===== src/rtl/if_stage.sv =====
// Instruction-fetch stage: owns the PC, drives the request/ack instruction port,
// absorbs stalls in a one-entry skid buffer and applies EX-stage redirects.
module if_stage #(
  parameter logic [31:0] RESET_PC  = 32'h0000_0000,
  parameter logic [31:0] NOP_INSTR = 32'h0000_0013
) (
  input  logic        clk,
  input  logic        rstn,
  output logic        imem_req,
  output logic [31:0] imem_addr,
  input  logic        imem_ack,
  input  logic [31:0] imem_rdata,
  input  logic        stall,
  input  logic        redirect,
  input  logic [31:0] redirect_pc,
  output logic        if_id_valid,
  output logic [31:0] if_id_pc,
  output logic [31:0] if_id_pc4,
  output logic [31:0] if_id_instr
);

  typedef enum logic [1:0] {
    FETCH = 2'd0,
    HOLD  = 2'd1,
    DRAIN = 2'd2
  } state_e;

  state_e      state_q, state_d;
  logic [31:0] pc_q, pc_d;
  logic [31:0] pend_q, pend_d;
  logic [31:0] skid_pc_q, skid_pc_d;
  logic [31:0] skid_instr_q, skid_instr_d;
  logic        if_id_valid_q, if_id_valid_d;
  logic [31:0] if_id_pc_q, if_id_pc_d;
  logic [31:0] if_id_pc4_q, if_id_pc4_d;
  logic [31:0] if_id_instr_q, if_id_instr_d;

  logic [31:0] redir_tgt;
  logic [31:0] pc_inc;
  logic        unused_redirect_lsbs;

  assign redir_tgt            = {redirect_pc[31:2], 2'b00};
  assign pc_inc               = pc_q + 32'd4;
  assign unused_redirect_lsbs = &{1'b0, redirect_pc[1:0]};

  // Request is gated by rstn directly so it drops the instant reset asserts.
  assign imem_req  = rstn & (state_q != HOLD);
  assign imem_addr = pc_q;

  assign if_id_valid = if_id_valid_q;
  assign if_id_pc    = if_id_pc_q;
  assign if_id_pc4   = if_id_pc4_q;
  assign if_id_instr = if_id_instr_q;

  always_comb begin
    state_d       = state_q;
    pc_d          = pc_q;
    pend_d        = pend_q;
    skid_pc_d     = skid_pc_q;
    skid_instr_d  = skid_instr_q;
    if_id_valid_d = if_id_valid_q;
    if_id_pc_d    = if_id_pc_q;
    if_id_pc4_d   = if_id_pc4_q;
    if_id_instr_d = if_id_instr_q;

    if (redirect) begin
      if_id_valid_d = 1'b0;
      if_id_instr_d = NOP_INSTR;
      skid_pc_d     = '0;
      skid_instr_d  = NOP_INSTR;
      unique case (state_q)
        HOLD: begin
          pc_d    = redir_tgt;
          state_d = FETCH;
        end
        default: begin
          // An outstanding request must complete before the PC may move.
          if (imem_ack) begin
            pc_d    = redir_tgt;
            state_d = FETCH;
          end else begin
            pend_d  = redir_tgt;
            state_d = DRAIN;
          end
        end
      endcase
    end else begin
      unique case (state_q)
        FETCH: begin
          if (imem_ack) begin
            pc_d = pc_inc;
            if (stall) begin
              skid_pc_d    = pc_q;
              skid_instr_d = imem_rdata;
              state_d      = HOLD;
            end else begin
              if_id_valid_d = 1'b1;
              if_id_pc_d    = pc_q;
              if_id_pc4_d   = pc_inc;
              if_id_instr_d = imem_rdata;
            end
          end
        end
        HOLD: begin
          if (!stall) begin
            if_id_valid_d = 1'b1;
            if_id_pc_d    = skid_pc_q;
            if_id_pc4_d   = skid_pc_q + 32'd4;
            if_id_instr_d = skid_instr_q;
            state_d       = FETCH;
          end
        end
        DRAIN: begin
          if (imem_ack) begin
            pc_d    = pend_q;
            state_d = FETCH;
          end
        end
        default: state_d = FETCH;
      endcase
    end
  end

  always_ff @(posedge clk or negedge rstn) begin
    if (!rstn) begin
      state_q       <= FETCH;
      pc_q          <= RESET_PC;
      pend_q        <= '0;
      skid_pc_q     <= '0;
      skid_instr_q  <= NOP_INSTR;
      if_id_valid_q <= 1'b0;
      if_id_pc_q    <= '0;
      if_id_pc4_q   <= '0;
      if_id_instr_q <= NOP_INSTR;
    end else begin
      state_q       <= state_d;
      pc_q          <= pc_d;
      pend_q        <= pend_d;
      skid_pc_q     <= skid_pc_d;
      skid_instr_q  <= skid_instr_d;
      if_id_valid_q <= if_id_valid_d;
      if_id_pc_q    <= if_id_pc_d;
      if_id_pc4_q   <= if_id_pc4_d;
      if_id_instr_q <= if_id_instr_d;
    end
  end

endmodule


===== config.mk =====
export PLATFORM = sky130hd
export DESIGN_NAME = if_stage
export DESIGN_NICKNAME = d
export VERILOG_FILES = /design/src/rtl/if_stage.sv
export SDC_FILE = /design/constraint.sdc
export NUM_CORES = 1
export LEC_CHECK = 0
export CORE_MARGIN = 3
export CORE_UTILIZATION = 55
export CTS_BUF_LIST = sky130_fd_sc_hd__clkbuf_2
export CTS_CLUSTER_DIAMETER = 150
export DETAILED_ROUTE_END_ITERATION = 7
export GPL_TIMING_DRIVEN = 0
export PLACE_DENSITY = 0.83
export SETUP_SLACK_MARGIN = 0.3
export SLEW_MARGIN = 20
export SYNTH_ARGS = -nofsm -noshare
export SYNTH_HDL_FRONTEND = slang
export SYNTH_SLANG_ARGS = --single-unit

===== constraint.sdc =====
create_clock -name clk -period 2.9 [get_ports clk]
set_input_delay 0.29 -clock clk [delete_from_list [all_inputs] [get_ports clk]]
set_output_delay 0.29 -clock clk [all_outputs]
set_load 0.02 [all_outputs]

# Word-level counts from Yosys, hierarchy flattened
# Index checks and enable logic that the tools add are counted.
# Widths: inputs -> output; s select.
dict set report word_totals {
  reg_bits 225
  out_inout_bits 130
  word_cells 80
}
dict set report classes {
  add_sub_neg 2
  eq_ne 12
  n_mux 39
  bitwise 4
  n_reduce_logical 14
}
# cell count
set op_table {}
lappend op_table {{$mux 32} 23}
lappend op_table {{$pmux 32 s2} 4}
lappend op_table {{$add 32x3->32 const B} 2}
lappend op_table {{$ne 3x3->1 const B} 5}
lappend op_table {{$mux 2} 7}
lappend op_table {{$reduce_and 4->1} 3}
lappend op_table {{$reduce_bool 2->1} 4}
lappend op_table {{$ne 2x2->1 const B} 3}
lappend op_table {{$pmux 2 s3} 1}
lappend op_table {{$reduce_and 3->1} 2}
lappend op_table {{$reduce_bool 3->1} 2}
lappend op_table {{$reduce_and 5->1} 1}
lappend op_table {{$mux 1} 3}
lappend op_table {{$ne 3x2->1 const B} 1}
lappend op_table {{$not 1->1} 3}
lappend op_table {{$eq 2x1->1 const B} 1}
lappend op_table {{$eq 2x2->1 const B} 1}
lappend op_table {{$logic_not 2->1} 1}
lappend op_table {{$ne 2x1->1 const B} 1}
lappend op_table {{$pmux 1 s2} 1}
lappend op_table {{$reduce_and 2->1} 1}
lappend op_table {{$and 1x1->1} 1}

# Logic depth before layout (Yosys ltp)
# Gate-level depths: netlist (run 1).
dict set report logic_depth {
  depth_word 4
  ltp_mapped 9
  ltp_nobuf 6
}

# Worst setup path after synthesis (run 1)
# OpenSTA, ideal clock, no wires.
dict set report synth_timing {
  kind {register -> register}
  start {register pc_q[13] (netlist: imem_addr[13])}
  end {register pc_q[26] (netlist: imem_addr[26])}
  setup_time_ns 0.124
  arrival_time_ns 2.436
  required_time_ns 2.776
  slack_ns 0.340
  path_stages_with_launch 8
  cell_sequence {dfrtp_1 buf_2 nand4_4 or4_1 buf_2 or4_4 a31o_1 a211o_1}
}
dict set report synth_between {
  elab_chain_len 4
}
# item line
set synth_rtl {}
lappend synth_rtl {{from (decl)} 29} ;# logic [31:0] pc_q, pc_d;
lappend synth_rtl {{from (signal assigned)} 137} ;# pc_q <= pc_d;
lappend synth_rtl {{$add 32x3->32} 43} ;# assign pc_inc = pc_q + 32'd4;
lappend synth_rtl {{$mux 32} 90} ;# if (imem_ack) begin
lappend synth_rtl {{$pmux 32 s2} 88} ;# unique case (state_q)
lappend synth_rtl {{$mux 32} 66} ;# if (redirect) begin
# Every way passes these cells. The select of a mux whose other input is x is not followed.
# A chain may end at the register's enable or synchronous reset.

# Final worst setup path (run 1)
dict set report layout_timing {
  start {register state_q[0]}
  end {output port imem_req}
}
dict set report layout_between {
  elab_chain_len 2
}
# item line
set layout_rtl {}
lappend layout_rtl {{from (decl)} 28} ;# state_e state_q, state_d;
lappend layout_rtl {{from (signal assigned)} 136} ;# state_q <= state_d;
lappend layout_rtl {{$ne 2x1->1} 47} ;# assign imem_req = rstn & (state_q != HOLD);
lappend layout_rtl {{$and 1x1->1} 47}
lappend layout_rtl {{to (decl)} 9} ;# output logic imem_req,
# Every way passes these cells.

==> results.sh, run 1 <==
export IMPL_syn_area_sq_mm=0.0110
export IMPL_path_depth=6
export IMPL_wl_met3_mm=4.20
export IMPL_area_growth_pct=31.7
export IMPL_dr_first_iter_drc_count=1389
export IMPL_status="complete, but fails checks"
export IMPL_ant_nets=0
export IMPL_multi_input_area_sq_mm=0.00507
export IMPL_finalInstanceArea_sq_mm=0.0145
export IMPL_synth_xor_area_share=0.0318
export IMPL_die_w_microns=148
export IMPL_rsz0062_at_grt="yes"
export IMPL_critical_path_top_delay_family="buffers and inverters"
export IMPL_synth_enable_flop_cells=0
export IMPL_r2r_start="imem_addr[5]"
export IMPL_synth_area_leaders="dfrtp_1, nand2_1, a21oi_1, nor2_1, mux2_2"
export IMPL_top_layer_used="met4"
export IMPL_slowest_delay_ps=380
export IMPL_peakVddDrop_v=0.000382
export IMPL_nFillCells=1480
export IMPL_dieHeight_microns=148
export IMPL_nets=1644
export IMPL_synth_top_area_cell="dfrtp_1"
export IMPL_ys_types=65
export IMPL_ys_ff_latch=219
export IMPL_grt_pass1_wl_mm=60.3
export IMPL_synth_simple_area_share=0.226
export IMPL_max_freq_mhz=366
export IMPL_wl_mm=39.1
export IMPL_cp_arrival_ps=2440
export IMPL_die_area_sq_mm=0.0218
export IMPL_r2r_cells=7
export IMPL_synthAdderAreaFrac=0.00227
export IMPL_synth_compound_area_frac=0.160
export IMPL_max_slew_worst_pin_slew_ps=1000
export IMPL_path_cells="clkbuf_2 -> nand2b_4 -> clkbuf_8 -> clkbuf_8 -> and2_1 -> dlygate4sd2_1"
export IMPL_maxCapViolations=0
export IMPL_drc=0
export IMPL_yosysSeqAreaShare=0.498
export IMPL_clk_latency_ps=880
export IMPL_numCtsBuffers=54
export IMPL_final_common_cell="nand2_1"
export IMPL_power_density_mw_per_mm2=609
export IMPL_path_buf_inv=4
export IMPL_wl_met2_mm=18.3
export IMPL_grt_pass1_vias=10857
export IMPL_clk_pin_slew_ps=110
export IMPL_utilization=0.741
export IMPL_async_reset_ff_frac=1.00
export IMPL_via_per_inst=6.05
export IMPL_ff_latch_area_sq_mm=0.00550
export IMPL_finalHoldViolations=19
export IMPL_core_area_sq_mm=0.0196
export IMPL_antenna_found_initial=1
export IMPL_gp_congestion=0.990
export IMPL_critPathLaunch="state_q[0]"
export IMPL_failed_checks="hold timing"
export IMPL_fin_crit_sh=0.943
export IMPL_io_pins=199
export IMPL_cpMostUsedCell="clkbuf_8"
export IMPL_max_slew_margin_rel=0.326
export IMPL_crit_fanout=10
export IMPL_start_util=0.562
export IMPL_met1Wirelength_mm=15.2
export IMPL_cts_path_max_buffers=3
export IMPL_dpl_hpwl_mm=27.5
export IMPL_clock_sinks=219
export IMPL_yosysWarnings=0
export IMPL_hold_slack_ps=-171
export IMPL_synth_top_area_frac=0.484
export IMPL_start_kind="flip-flop"
export IMPL_final_min_clock_period_ps=2730
export IMPL_cts_hold_buf=30
export IMPL_grt_usage=0.351
export IMPL_firstDrtPassIters=6
export IMPL_root_buffer="clkbuf_2"
export IMPL_rows=51
export IMPL_htree_levels=2
export IMPL_leakagePower_nw=6.10
export IMPL_synth_mux_area_frac=0.0325
export IMPL_drive_gt1_frac=0.138
export IMPL_grt_overflow=0
export IMPL_syn_instance_count=1264
export IMPL_synth_ff_type="dfrtp_1"
export IMPL_holdCritPathClass="in2async"
export IMPL_worstSetupEndpointType="primary output"
export IMPL_post_drt_wl_per_cell_microns=20.8
export IMPL_worst_clock_skew_ps=66.3
export IMPL_place_area_sq_mm=0.0134
export IMPL_synth_top_family_by_area="simple AND/OR/NAND/NOR gates"
export IMPL_tritoncts="built"
export IMPL_slew_viol_final=0
export IMPL_grt_max_degree=105
export IMPL_via_count=11386
export IMPL_setup_violations=0
export IMPL_final_cell_mix="nand2_1, dfrtp_1, clkdlybuf4s50_1"
export IMPL_port_buffers=193
export IMPL_syn_avg_cell_area_sq_um=8.72
export IMPL_crit_required_ps=2610
export IMPL_slowest_stage="dfrtp_1"
export IMPL_critPathKind="reg2out"
==> routing by layer <==
layer,vias to the layer above,GRT usage
li1,5070,-
met2,719,0.561
met3,115,0.0773
met4,0,0.124
met5,-,0
met1,5482,0.477
==> report_power, final <==
group | switching (mW) | internal (mW) | total (mW)
clock | 1.31 | 0.894 | 2.20
combinational | 1.50 | 1.23 | 2.74
sequential | 0.406 | 3.50 | 3.91
total | 3.22 | 5.63 | 8.85
==> synthesized netlist by cell type, types with 13 or more instances <==
master / instances
nand4_1: 18
a21oi_1: 96
nor4_1: 13
xor2_1: 23
dfrtp_1: 213
xnor2_1: 17
o21ai_0: 46
nor3_1: 18
inv_1: 14
clkbuf_1: 78
and3_1: 24
nand2_1: 318
nand3_1: 35
nor2_1: 111
a31oi_1: 37
mux2_2: 30
a311oi_1: 31
==> cell type report <==
cell class | count | share of cell area
inverters | 14 | 0.00362
flip-flops and latches | 219 | 0.379
diodes | 1 | 0.000172
plain buffers | 110 | 0.0384
clock buffers | 89 | 0.0307
repair buffers | 252 | 0.172
multi-input cells | 922 | 0.349
clock inverters | 9 | 0.00465
well taps | 265 | 0.0228
==> worst paths after layout <==
path,endpoint,slack (ps)
max,imem_req,170
min,if_id_pc[23],-170
max reg2reg,imem_addr[26],310
min reg2reg,if_id_pc4[2],500
max in group asynchronous,if_id_instr[4],2260
min in group clk,pend_q[13],50
==> cells by family after synthesis <==
family                     after synthesis
AOI/OAI and AO/OA                      275
xor gates and xnor gates                40
adders and majority gates                2
buffers and inverters                  124
DFF                                    219
muxes                                   32
other                                    1
and+or+nand+nor                        571
==> state kept, by name (all words and copies together), names as in the netlist <==
signal	cells
skid_instr_q	32
imem_addr	30
state_q	2
if_id_pc	31
if_id_pc4	30
if_id_valid	1
pend_q	30
skid_pc_q	31
if_id_instr	32
==> worst register-to-register path, stage by stage (launching register included) <==
cell and delay (ps):
dfrtp_1 390, buf_6 130, nand4_1 210, or4_4 600
buf_6 140, or4_4 530, a31o_1 190, a211o_1 240
==> through the flow <==
| stage | hold slack (ps) | setup WS (ps) | power (mW) | setup TNS, ps | instances |
|---|---|---|---|---|---|
| finish | -171 | 165 | 8.85 | 0 | 1881 |
| global route | -186 | 102 | 9.24 | 0 | 1881 |
| CTS | -189 | 113 | 8.74 | 0 | 1859 |
| detailed placement | 141 | -115 | 6.50 | -978 | 1725 |
| global placement | 466 | -7660 | 6.44 | -1663200 | 1723 |
| floorplan | -5.59 | 340 | 5.17 | 0 | 1265 |
==> repair_timing <==
item	CTS	global route
resized for setup	26	24
gates cloned	0	0
setup buffers	6	21
setup endpoints to repair	41	38
pin swaps	2	7
endpoints found under the hold margin	256	19
Note: power is estimated with default switching activity, not from simulation.
==> run 2: changes to the inputs <==
- CORE_UTILIZATION: 55 -> 45
- PLACE_DENSITY: 0.83 -> 0.7
==> run 2 against run 1 <==
  * The flow now finishes without violations
  * Largest power group unchanged
  * Setup slack better by 84 ps
  * Global-route usage down 6.2 points
  * Critical path type unchanged
  * Critical endpoint unchanged
  * Cell count up 1.8%
  * Core utilization down 13 points
  * Maximum frequency up 3.2%
==> results.sh, run 2 (synthesis results as in run 1) <==
export IMPL_final_cell_mix="nand2_1, dfrtp_1, clkdlybuf4s50_1"
export IMPL_r2r_cells=6
export IMPL_dp_slack_ps=-86.8
export IMPL_reg2reg_to="imem_addr[30]"
export IMPL_crit_required_ps=2610
export IMPL_slowest_stage="dfrtp_1"
export IMPL_fin_crit_sh=0.914
export IMPL_power_density_mw_per_mm2=607
export IMPL_post_drt_wl_per_cell_microns=20.0
export IMPL_cts_path_max_buffers=3
export IMPL_crit_fanout=10
export IMPL_ff2ff_setup_slack_ps=290
export IMPL_via_per_inst=5.69
export IMPL_gp_congestion=0.968
export IMPL_path_cells="nand2b_4 -> buf_6 -> clkbuf_8 -> and2_1 -> clkdlybuf4s15_2"
export IMPL_final_min_clock_period_ps=2650
export IMPL_dr_first_iter_drc_count=1147
export IMPL_tns_ps=0
export IMPL_grt_overflow=0
export IMPL_ant_nets=0
export IMPL_critPathLaunch="state_q[1]"
export IMPL_hold_slack_ps=45.6
export IMPL_finalInstanceArea_sq_mm=0.0144
export IMPL_leakagePower_nw=6.00
export IMPL_tritoncts="built"
export IMPL_cp_arrival_ps=2360
export IMPL_die_area_sq_mm=0.0264
export IMPL_port_buffers=193
export IMPL_dieHeight_microns=162
export IMPL_clock_sinks=219
export IMPL_final_cells=1914
export IMPL_finalHoldViolations=0
export IMPL_numCtsBuffers=57
export IMPL_clk_pin_slew_ps=140
export IMPL_firstDrtPassIters=6
export IMPL_dp_cells=1779
export IMPL_critPathKind="reg2out"
export IMPL_nFillCells=2086
export IMPL_utilization=0.607
export IMPL_dpl_hpwl_mm=27.7
export IMPL_final_common_cell="nand2_1"
export IMPL_antenna_found_initial=1
export IMPL_peakVddDrop_v=0.000377
export IMPL_max_slew_worst_pin_slew_ps=1000
export IMPL_drive_gt1_frac=0.125
export IMPL_nets=1625
export IMPL_setup_violations=0
export IMPL_slew_viol_final=0
export IMPL_drc=0
export IMPL_clk_latency_ps=870
export IMPL_worstSetupEndpointType="primary output"
export IMPL_io_pins=199
export IMPL_root_buffer="clkbuf_2"
export IMPL_area_growth_pct=30.8
export IMPL_max_slew_margin_rel=0.326
export IMPL_grt_max_degree=88
export IMPL_grt_pass1_wl_mm=59.6
export IMPL_place_area_sq_mm=0.0134
export IMPL_maxCapViolations=0
export IMPL_start_util=0.464
export IMPL_rows=56
export IMPL_holdCritPathClass="in2async"
export IMPL_core_area_sq_mm=0.0238
export IMPL_start_kind="flip-flop"
export IMPL_grt_usage=0.289
export IMPL_r2r_start="imem_addr[7]"
export IMPL_status="completed"
export IMPL_rsz0062_at_grt="yes"
export IMPL_endpoint="imem_req"
export IMPL_worst_slack_ps=249
export IMPL_htree_levels=2
export IMPL_grt_pass1_vias=10577
export IMPL_die_w_microns=162
export IMPL_worst_clock_skew_ps=40.3
export IMPL_total_power_mw=8.75
export IMPL_max_freq_mhz=377
export IMPL_via_count=10892
export IMPL_wl_mm=38.4
export IMPL_slowest_delay_ps=550
-- run 2: what timing repair did --
| item | in CTS | in global routing |
|---|---|---|
| pin swaps | 1 | 2 |
| setup endpoints to repair | 39 | 42 |
| hold buffers | 28 | 0 |
| setup buffers | 3 | 4 |
| gates cloned | 0 | 0 |
| hold endpoints to repair | 249 | 0 |
| gates resized for setup | 16 | 30 |
-- run 2: worst min-delay path by stage --
stage	start	endpoint	slack, ps	cells past startpoint
global placement	if_id_pc4[2]	if_id_pc4[2]	460	2
CTS	rstn	if_id_pc4[30]	0.2	3
global route	imem_rdata[29]	skid_instr_q[29]	7	3
floorplan	rstn	if_id_instr[10]	-6	0
detailed placement	rstn	skid_instr_q[2]	310	1
finish	rstn	if_id_pc4[22]	50	3
-- run 2: report_power, final --
| part | internal [mW] | leakage (nW) | switching, mW | total (mW) |
|---|---|---|---|---|
| Clock | 0.888 | 0.396 | 1.31 | 2.20 |
| Combinational | 1.17 | 2.84 | 1.45 | 2.61 |
| Sequential | 3.50 | 2.77 | 0.433 | 3.93 |
| Total | 5.56 | 6.00 | 3.19 | 8.75 |
-- run 2: area by class of cell --
cell class / count / area, sq um / share of cell area
diodes: 1 / 2.50 / 0.000174
plain buffers: 110 / 531 / 0.0368
clock buffers: 88 / 440 / 0.0306
clock inverters: 11 / 76.3 / 0.00530
inverters: 14 / 52.6 / 0.00365
multi-input cells: 922 / 5070 / 0.352
flip-flops and latches: 219 / 5490 / 0.381
well taps: 319 / 399 / 0.0277
repair buffers: 230 / 2340 / 0.163
-- run 2: routing by layer --
| layer | track usage | routed length [microns] |
|---|---|---|
| met5 | 0 | 0 |
| met4 | 0.0934 | 1200 |
| met3 | 0.0590 | 3650 |
| met2 | 0.458 | 17400 |
| met1 | 0.399 | 16100 |
-- run 2: worst max-delay path: cells and delay by family, from the launching register on --
| family | cells | cell delay, ps |
|---|---|---|
| simple gates | 2 | 340 |
| buf+inv | 3 | 620 |
| flops | 1 | 550 |
==> run 3: changes to the inputs <==
- GPL_ROUTABILITY_DRIVEN: default -> 0
- TNS_END_PERCENT: default -> 20
==> run 3 against run 2 <==
  * Count of clock-buffer cells in the layout up 4
  * Final area up 1.3%
  * Clock power is 2% lower
  * Sequential power is essentially flat
  * Via count increased by 0.89%
  * Global-route usage down 0.49 points
  * Critical endpoint is now imem_addr[2]
  * First-iteration DRC count increased by 0.96%
  * Hold slack better by 13 ps
  * Critical path type unchanged
==> results.sh, run 3 (synthesis results as in run 1) <==
export IMPL_status="completed"
export IMPL_via_count=10989
export IMPL_htree_levels=2
export IMPL_numCtsBuffers=59
export IMPL_final_cell_mix="nand2_1, dfrtp_1, clkdlybuf4s50_1"
export IMPL_swShare=0.366
export IMPL_start_kind="flip-flop"
export IMPL_place_area_sq_mm=0.0134
export IMPL_critical_path_top_delay_family="buffers and inverters"
export IMPL_holdCritPathClass="in2reg"
export IMPL_max_slew_margin_rel=0.312
export IMPL_dpl_hpwl_mm=27.6
export IMPL_finalInstanceArea_sq_mm=0.0146
export IMPL_critPathKind="reg2out"
export IMPL_cp_arrival_ps=2300
export IMPL_clockPowerShare=0.246
export IMPL_maxCapViolations=0
export IMPL_root_buffer="clkbuf_2"
export IMPL_tritoncts="built"
export IMPL_power_switching_mw=3.21
export IMPL_die_area_sq_mm=0.0264
export IMPL_via_per_inst=5.67
export IMPL_worst_clock_skew_ps=70.5
export IMPL_crit_required_ps=2610
export IMPL_start_util=0.464
export IMPL_grt_pass1_vias=10515
export IMPL_setup_violations=0
export IMPL_firstDrtPassIters=6
export IMPL_leakagePower_nw=6.07
export IMPL_dr_first_iter_drc_count=1158
export IMPL_post_drt_wl_per_cell_microns=19.8
export IMPL_final_common_cell="nand2_1"
export IMPL_fin_crit_sh=0.895
export IMPL_total_power_mw=8.77
export IMPL_p_int_mw=5.56
export IMPL_peakVddDrop_v=0.000356
export IMPL_hold_slack_ps=58.3
export IMPL_crit_fanout=10
export IMPL_nFillCells=2078
export IMPL_final_min_clock_period_ps=2590
export IMPL_grt_overflow=0
export IMPL_cts_path_max_buffers=3
export IMPL_slew_viol_final=0
export IMPL_dieHeight_microns=162
export IMPL_max_freq_mhz=385
export IMPL_port_buffers=193
export IMPL_area_growth_pct=32.5
export IMPL_die_w_microns=162
export IMPL_power_density_mw_per_mm2=601
export IMPL_rsz0062_at_grt="yes"
export IMPL_grt_usage=0.284
export IMPL_slowest_delay_ps=720
export IMPL_grt_max_degree=71
export IMPL_path_buf_inv=1
export IMPL_slowest_stage="clkdlybuf4s50_1"
export IMPL_io_pins=199
export IMPL_wl_mm=38.4
export IMPL_max_slew_worst_pin_slew_ps=1020
export IMPL_worstSetupEndpointType="primary output"
export IMPL_drive_gt1_frac=0.130
export IMPL_p_comb_frac=0.306
export IMPL_drc=0
export IMPL_path_cells="clkdlybuf4s50_1"
export IMPL_clk_pin_slew_ps=100
export IMPL_clk_latency_ps=890
export IMPL_finalHoldViolations=0
export IMPL_seq_power_share=0.447
export IMPL_core_area_sq_mm=0.0238
export IMPL_ant_nets=0
export IMPL_grt_pass1_wl_mm=58.7
export IMPL_antenna_found_initial=1
export IMPL_nets=1647
export IMPL_clock_sinks=219
export IMPL_rows=56
run 3: cell types whose count changed in the layout (fill, tap and decap cells not counted), moves of 2 or more:
cell,delta
buf_2,+2
buf_4,+3
buf_6,+4
clkbuf_1,+2
clkinv_1,-2
clkinv_2,+2
dlygate4sd3_1,+13
nor4_1,+2
nor4_4,-2
run 3: layout make-up:
cell class / count / area [sq um] / area share
diodes: 1 / 2.50 / 0.000171
plain buffers: 110 / 546 / 0.0374
clock buffers: 92 / 460 / 0.0315
clock inverters: 11 / 57.6 / 0.00394
inverters: 14 / 52.6 / 0.00360
multi-input cells: 922 / 5030 / 0.345
flip-flops and latches: 219 / 5500 / 0.377
well taps: 319 / 399 / 0.0273
repair buffers: 250 / 2550 / 0.175
run 3: per-stage QoR:
stage                      util  setup slack [ps]  std cells  TNS [ps]
after floorplan               -               340       1265         0
after global placement    0.562             -7770       1777  -1688920
after detailed placement  0.565              -102       1780     -1360
after CTS                 0.607               115       1924         0
after global routing      0.614               241       1938         0
final                     0.614               305       1938         0
run 3: metal layers:
metal,routed length (microns),GRT usage,vias to the layer above
met5,0,0,-
met4,1380,0.111,0
met3,3800,0.0514,86
met2,17400,0.452,641
met1,15700,0.387,5182
li1,-,-,5080
run 3: power groups by stage:
stage / sequential (mW) / combinational (mW) / clock [mW]
after detailed placement: 3.97 / 2.54 / 0
final: 3.92 / 2.68 / 2.16
after CTS: 3.92 / 2.61 / 2.21
after floorplan: 4.24 / 0.928 / 0
after global placement: 3.96 / 2.50 / 0
after global routing: 3.97 / 2.88 / 2.38
run 3: repair_timing:
| action | in CTS | in global routing |
|---|---|---|
| pin swaps | 0 | 2 |
| gates resized for setup | 13 | 35 |
| hold buffers | 41 | 2 |
| hold endpoints to repair | 223 | 42 |
| buffers inserted | 0 | 11 |
| cloned | 0 | 0 |
| setup endpoints to repair | 46 | 46 |
run 3: final timing paths:
| kind | start | to | slack, ps | cells after the start |
|---|---|---|---|---|
| setup / recovery | imem_addr[2] | imem_addr[2] | 310 | 1 |
| hold / removal | redirect_pc[5] | pend_q[5] | 60 | 2 |
| setup reg to reg | imem_addr[5] | imem_addr[21] | 320 | 7 |
| hold reg to reg | if_id_pc4[9] | if_id_pc4[9] | 490 | 2 |
| max in group asynchronous | rstn | state_q[1] | 1860 | 4 |
| min in group asynchronous | rstn | if_id_instr[1] | 70 | 3 |
